**src/rtl/font_fetch_sched_pkg.sv**
```systemverilog
// Shared widths, character codes and ROM slot-owner tags for the font fetch scheduler.
package font_pkg;

    localparam int unsigned CHAR_W = 2;
    localparam int unsigned ROW_W  = 4;
    localparam int unsigned ADDR_W = 6;
    localparam int unsigned FONT_W = 8;

    typedef enum logic [CHAR_W-1:0] {
        CH_BLANK = 2'd0,
        CH_I     = 2'd1,
        CH_S     = 2'd2,
        CH_A     = 2'd3
    } char_e;

    typedef enum logic {
        OWN_DISP = 1'b0,
        OWN_HOST = 1'b1
    } owner_e;

    typedef struct packed {
        logic   valid;
        owner_e owner;
    } rom_tag_t;

    function automatic logic [ADDR_W-1:0] font_addr(input logic [CHAR_W-1:0] ch,
                                                    input logic [ROW_W-1:0]  row);
        return {ch, row};
    endfunction

endpackage

```
**src/rtl/font_fetch_sched_tag_pipe.sv**
```systemverilog
// Shift of {valid, owner} tags matched to the font ROM read latency.
module rom_tag_pipe
    import font_pkg::*;
#(
    parameter int unsigned LAT = 1
) (
    input  logic     clk,
    input  logic     rst_n,
    input  rom_tag_t tag_in,
    output rom_tag_t tag_out,
    output logic     disp_pending
);

    rom_tag_t stage_q [LAT];
    rom_tag_t stage_d [LAT];

    always_comb begin
        stage_d[0] = tag_in;
        for (int unsigned i = 1; i < LAT; i++) begin
            stage_d[i] = stage_q[i-1];
        end
    end

    // Includes the exiting stage: its data only reaches font_hold at the end of that cycle.
    always_comb begin
        disp_pending = 1'b0;
        for (int unsigned i = 0; i < LAT; i++) begin
            disp_pending = disp_pending | (stage_q[i].valid && (stage_q[i].owner == OWN_DISP));
        end
    end

    always_comb begin
        tag_out = stage_q[LAT-1];
    end

    always_ff @(posedge clk or negedge rst_n) begin
        if (!rst_n) begin
            for (int unsigned i = 0; i < LAT; i++) begin
                stage_q[i] <= '0;
            end
        end else begin
            for (int unsigned i = 0; i < LAT; i++) begin
                stage_q[i] <= stage_d[i];
            end
        end
    end

endmodule

```
**src/rtl/font_fetch_sched.sv**
```systemverilog
// Font ROM slot arbiter: display prefetch per text cell with priority over host reads,
// plus row load and MSB-first serialisation into a registered text pixel.
module font_fetch_sched
    import font_pkg::*;
#(
    parameter int unsigned ROM_LAT      = 1,
    parameter int unsigned PREFETCH_COL = 6
) (
    input  logic              clk,
    input  logic              rst,
    input  logic              pixel_tick,
    input  logic              video_on,
    input  logic [9:0]        pixel_x,
    input  logic [CHAR_W-1:0] next_char,
    input  logic [ROW_W-1:0]  next_row,
    input  logic              host_req,
    input  logic [ADDR_W-1:0] host_addr,
    output logic              host_ack,
    output logic [FONT_W-1:0] host_data,
    output logic [ADDR_W-1:0] rom_addr,
    input  logic [FONT_W-1:0] rom_data,
    output logic              text_bit,
    output logic              fetch_late
);

    logic              disp_fetch, host_issue, cell_load;
    logic              host_exit, disp_exit, disp_pending;
    rom_tag_t          issue_tag, exit_tag;
    logic              unused_pixel_x_hi;

    logic [ADDR_W-1:0] rom_addr_d,   rom_addr_q;
    logic              host_busy_d,  host_busy_q;
    logic [FONT_W-1:0] host_data_d,  host_data_q;
    logic [FONT_W-1:0] font_hold_d,  font_hold_q;
    logic [FONT_W-1:0] cur_row_d,    cur_row_q;
    logic              text_bit_d,   text_bit_q;
    logic              fetch_late_d, fetch_late_q;

    always_comb begin
        unused_pixel_x_hi = ^pixel_x[9:3];

        disp_fetch = pixel_tick && (pixel_x[2:0] == 3'(PREFETCH_COL));
        host_issue = !disp_fetch && host_req && !host_busy_q;
        cell_load  = pixel_tick && (pixel_x[2:0] == 3'd7);

        issue_tag       = '0;
        issue_tag.valid = disp_fetch || host_issue;
        issue_tag.owner = disp_fetch ? OWN_DISP : OWN_HOST;

        host_exit = exit_tag.valid && (exit_tag.owner == OWN_HOST);
        disp_exit = exit_tag.valid && (exit_tag.owner == OWN_DISP);

        if (disp_fetch) begin
            rom_addr_d = font_addr(next_char, next_row);
        end else if (host_issue) begin
            rom_addr_d = host_addr;
        end else begin
            rom_addr_d = rom_addr_q;
        end
        // The address path is combinational, so reset has to gate it directly.
        rom_addr = rst ? rom_addr_d : '0;

        host_busy_d  = host_issue ? 1'b1 : (host_exit ? 1'b0 : host_busy_q);
        host_data_d  = host_exit ? rom_data : host_data_q;
        font_hold_d  = disp_exit ? rom_data : font_hold_q;
        cur_row_d    = cell_load ? font_hold_q : cur_row_q;
        fetch_late_d = fetch_late_q | (cell_load & disp_pending);
        // ~x[2:0] == 7 - x[2:0]: MSB first across the cell.
        text_bit_d   = pixel_tick ? (video_on & cur_row_q[~pixel_x[2:0]]) : text_bit_q;

        host_ack   = host_exit;
        host_data  = host_data_d;
        text_bit   = text_bit_q;
        fetch_late = fetch_late_q;
    end

    rom_tag_pipe #(
        .LAT(ROM_LAT)
    ) u_tag_pipe (
        .clk         (clk),
        .rst_n       (rst),
        .tag_in      (issue_tag),
        .tag_out     (exit_tag),
        .disp_pending(disp_pending)
    );

    always_ff @(posedge clk or negedge rst) begin
        if (!rst) begin
            rom_addr_q   <= '0;
            host_busy_q  <= 1'b0;
            host_data_q  <= '0;
            font_hold_q  <= '0;
            cur_row_q    <= '0;
            text_bit_q   <= 1'b0;
            fetch_late_q <= 1'b0;
        end else begin
            rom_addr_q   <= rom_addr_d;
            host_busy_q  <= host_busy_d;
            host_data_q  <= host_data_d;
            font_hold_q  <= font_hold_d;
            cur_row_q    <= cur_row_d;
            text_bit_q   <= text_bit_d;
            fetch_late_q <= fetch_late_d;
        end
    end

endmodule

```
**config.mk**
```make
export PLATFORM = sky130hd
export DESIGN_NAME = font_fetch_sched
export DESIGN_NICKNAME = d
export VERILOG_FILES = /design/src/rtl/font_fetch_sched_pkg.sv /design/src/rtl/font_fetch_sched_tag_pipe.sv /design/src/rtl/font_fetch_sched.sv
export SDC_FILE = /design/constraint.sdc
export NUM_CORES = 1
export LEC_CHECK = 0
export CAP_MARGIN = 10
export CORE_UTILIZATION = 44
export DETAILED_ROUTE_END_ITERATION = 6
export PLACE_DENSITY = 0.79
export SYNTH_ARGS = -nofsm -noshare
export SYNTH_HDL_FRONTEND = slang
export SYNTH_SLANG_ARGS = --single-unit
export TNS_END_PERCENT = 10
```
**constraint.sdc**
```tcl
create_clock -name clk -period 1.45 [get_ports clk]
set_input_delay 0.145 -clock clk [delete_from_list [all_inputs] [get_ports clk]]
set_output_delay 0.145 -clock clk [all_outputs]
set_load 0.005 [all_outputs]
```
# Word level (Yosys, flattened, before mapping)
# Cells that the tools add are included.
# op_classes
n_lt_le_gt_ge,1
n_eq_ne,2
n_mux,9
n_bitwise,5
n_reduce_logical,10
# ops
op,count
$mux W6,3
$mux W8,1
$eq A3 B3 Y1 const B,2
$logic_and A1 B1 Y1,6
$lt A3 B4 Y1 const B,1
$mux W1,4
$bmux W1 S3,1
$not A3 Y3,1
$and A1 B1 Y1,2
$logic_not A1 Y1,2
$reduce_bool A2 Y1,1
$logic_or A1 B1 Y1,1
$not A1 Y1,1
$or A1 B1 Y1,1
# word_totals
register_bits,35
input_bits,35
output_inout_bits,17
word_cells,36

# Longest topological paths before layout
# logic_depth
word_depth,8
ltp_mapped,5
depth_no_buf,3

# Hierarchy
# Synthesis repeated with hierarchy kept, for this count alone.
# unflattened
hier_cells,111
hier_area_um2,1492.7
# modules_own_cells
mod,instances,cells_each,area_each_um2,seq_area_each_um2
font_fetch_sched,1,108,1428.9,825.8
rom_tag_pipe,1,3,63.8,50.0

# Least setup slack after synthesis
# No wires, ideal clock.
# synth_path
kind,register to register
startpoint,reg cur_row_q[4]
endpoint,reg text_bit_q (netlist: text_bit)
setup_time_ps,121
t_arrival_ps,1196
required_ps,1329
slack_ps,132
path_stages_with_launch,4
n_path_buf,0
period_less_slack_ps,1318
path_cell_list,dfrtp_1 -> mux4_2 -> or2_1 -> a32o_1
# synth_between
elab_chain_len,3
# synth_lines
item,line,text
from (decl),font_fetch_sched.sv:35,"logic [FONT_W-1:0] cur_row_d, cur_row_q;"
from (signal assigned),font_fetch_sched.sv:101,cur_row_q <= cur_row_d;
$bmux W1 S3,font_fetch_sched.sv:69,text_bit_d = pixel_tick ? (video_on & cur_row_q[~pixel_x[2:0]]) : text_bit_q;
$mux W1 (not written as such),font_fetch_sched.sv:69,
$and A1 B1 Y1,font_fetch_sched.sv:69,
to (signal assigned),font_fetch_sched.sv:102,text_bit_q <= text_bit_d;
to (decl),font_fetch_sched.sv:36,"logic text_bit_d, text_bit_q;"
# Every way passes these cells. The select of a mux whose other input is x is not followed.
# A chain may end at the register's enable or synchronous reset.

# Final worst setup path
# layout_path
startpoint,reg host_busy_q
endpoint,out rom_addr[5]
# layout_between
elab_chain_len,5
# layout_lines
item,line,text
from (decl),font_fetch_sched.sv:32,"logic host_busy_d, host_busy_q;"
from (signal assigned),font_fetch_sched.sv:98,host_busy_q <= host_busy_d;
$logic_not A1 Y1,font_fetch_sched.sv:43,host_issue = !disp_fetch && host_req && !host_busy_q;
$logic_and A1 B1 Y1,font_fetch_sched.sv:43,
$mux W6,font_fetch_sched.sv:55,end else if (host_issue) begin
$mux W6,font_fetch_sched.sv:53,if (disp_fetch) begin
$mux W6,font_fetch_sched.sv:61,rom_addr = rst ? rom_addr_d : '0;
to (decl),font_fetch_sched.sv:20,"output logic [ADDR_W-1:0] rom_addr,"
# Every way passes these cells.

==> impl_metrics.tcl <==
set metrics [dict create \
    fp.dieH_um 59.90 \
    syn_area_um2 1475 \
    period_share 1.106 \
    yosysWarnings 0 \
    ios 52 \
    clock_skew_ns 0.004172 \
    drive_above_1_share 0.4237 \
    timing.rr.end "text_bit" \
    fmax_mhz 623.5 \
    die_area_um2 3588 \
    slowest_delay_ns 0.39 \
    crit_required_ns 1.31 \
    reg2regPathDepth 3 \
    rows 20 \
    cap_violations 0 \
    critPathMaxFanout 7 \
    cts_sinks 35 \
    antennaDiodeCount 0 \
    violations "negative setup slack" \
    n_fill_cell 235 \
    dr.pass1.iters 2 \
    antenna_found_initial 0 \
    final_cells 221 \
    final_cell_mix "35 x dfrtp_1, 28 x clkdlybuf4s50_1, 18 x buf_4, 16 x mux2_2, 11 x buf_6" \
    end_kind "primary output" \
    dp_hpwl_mm 2.528 \
    drt_iter0_drc 14 \
    power_density_nw_per_um2 1682 \
    drt_wl_total_mm 3.450 \
    cts_tree "done" \
    clockBufferDepth 2 \
    ir_worst_vdd_v 0.0009875 \
    report.final.slew_viol_count 0 \
    grt_usage 0.2161 \
    r2r_slack_ns 0.05 \
    clkTransAtPathRegs_ns 0.11 \
    synth_nets 144 \
    finalPower_mw 3.769 \
    vias_per_cell 4.982 \
    fin_crit_ns 1.604 \
    wire_per_inst_um 15.61 \
    place_inst 212 \
    cts_root_buf "clkbuf_4" \
    route.detailed.drc 0 \
    mostFrequentLayoutCell "dfrtp_1" \
    status "finished with violations" \
    grt_pass1_wl_mm 5.354 \
    start_kind "flop" \
    grt_max_degree 36 \
    path_buf_inv 1 \
    area_growth_pct 51.91 \
    finalNetCount 211 \
    crit_family "flip-flops" \
    leakage_nw 1.052 \
    syn_inst 109 \
    gp_congestion 0.7449 \
    overflow 0 \
    hold_class "in2async" \
    layout_setup_ws_ns -0.1540 \
    vias 1101 \
    multi_input_area_um2 620.6 \
    crit_chain "nand2b_4 -> mux2i_2 -> a211oi_2 -> buf_2" \
    grt_pass1_vias 1204 \
    synth_seq_area_share 0.5937 \
    rsz0062_at_grt "yes" \
    synth.distinct_cells 21 \
    core-area_um2 3128 \
    slowest_stage "dfrtp_1" \
    hold_viol_final 0 \
    io_buffers 44 \
    setup_viol 14 \
    worst_pin_slew_ns 0.4555 \
    synth_seq_cells 35 \
    cts_buffers 5 \
    timing.rr.start "cur_row_q[4]" \
    fp.dieW_um 59.90 \
    slew-limit-headroom 0.6964 \
    seq_area_um2 875.8 \
    fin_util 0.7164 \
    synth.avg_cell_area_um2 13.53 \
    clock_latency_ns 0.34 \
    path_class "reg2out" \
    ant_nets 0 \
    crit_path_start "host_busy_q" \
    arrival_ns 1.46 \
    start_util 0.4716 \
    htreeDepth 2 \
]
-- cell usage after synthesis --
master	n	area share
nand2_1	5	0.013
mux4_2	1	0.015
nand4_1	1	0.0042
o21bai_1	1	0.0051
clkbuf_1	2	0.0051
mux2i_1	8	0.054
mux2_2	24	0.18
a31oi_1	1	0.0042
o21ai_0	1	0.0034
buf_6	1	0.0076
buf_2	2	0.0068
a21oi_1	6	0.020
nor2_1	6	0.015
nand3b_1	1	0.0051
dfrtp_1	35	0.59
nand2b_1	2	0.0085
a211oi_1	6	0.031
inv_1	3	0.0076
or2_1	1	0.0042
nand4b_1	1	0.0059
a32o_1	1	0.0068
-- worst max-delay path by stage --
stage                   to  cells after the start
2_1_floorplan     text_bit                      3
3_3_place_gp   rom_addr[5]                      5
3_5_place_dp   rom_addr[5]                      5
4_1_cts        rom_addr[5]                      4
5_1_grt        rom_addr[2]                      4
6_report       rom_addr[5]                      4
-- sequential cells by signal, indices dropped and copies added, names as in the netlist --
register and count:
fetch_late 1, host_busy_q 1, rom_addr_q 6, u_tag_pipe.tag_out 2, host_data_q 8, cur_row_q 8, text_bit 1, font_hold_q 8
-- power by group --
part           leakage, nW  switching, mW  internal (mW)  total [mW]
logic                0.595          0.497          0.935        1.43
registers            0.409          0.200           1.41        1.61
clock network       0.0482          0.319          0.407       0.727
total                 1.05           1.02           2.75        3.77
-- logic make-up (layout without fill, tap and decap cells) --
kind of cell,after synthesis,in the layout,synth area share
flops,35,35,0.5937
mux,33,33,0.2528
simple gates,17,17,0.05599
compound gates,16,16,0.07040
buf+inv,8,76,0.02714
-- cell type report --
class | instances | area share
clock inverters | 2 | 0.01563
inverters | 3 | 0.005025
flip-flops and latches | 35 | 0.3908
repair buffers | 65 | 0.2641
well taps | 44 | 0.02457
multi-input cells | 66 | 0.2769
clock buffers | 6 | 0.02289
-- timing repair --
action	4_1_cts	5_1_grt
gates resized for setup	83	3
endpoints found under the setup margin	15	16
pin swaps	7	1
hold buffers	0	0
buffers inserted	1	0
-- layer usage --
layer	up-vias	global-route usage	wire (um)
met1	548	0.2254	1363
met5	-	0	0
met3	4	0.06710	100
met4	0	0.1063	57
met2	25	0.3889	1928
li1	524	-	-
-- through the flow --
| stage | worst slack (ns) | TNS, ns | hold slack (ns) | area (um^2) |
|---|---|---|---|---|
| 2_1_floorplan | 0.1321 | 0 | -0.1506 | 1475 |
| 3_3_place_gp | -0.5582 | -4.046 | 0.4588 | 2092 |
| 3_5_place_dp | -0.6501 | -4.735 | 0.4850 | 2092 |
| 4_1_cts | -0.1854 | -1.917 | 0.2943 | 2233 |
| 5_1_grt | -0.2530 | -2.623 | 0.2927 | 2241 |
| 6_report | -0.1540 | -1.553 | 0.2835 | 2241 |
Note: power is estimated with default switching activity, not from simulation.
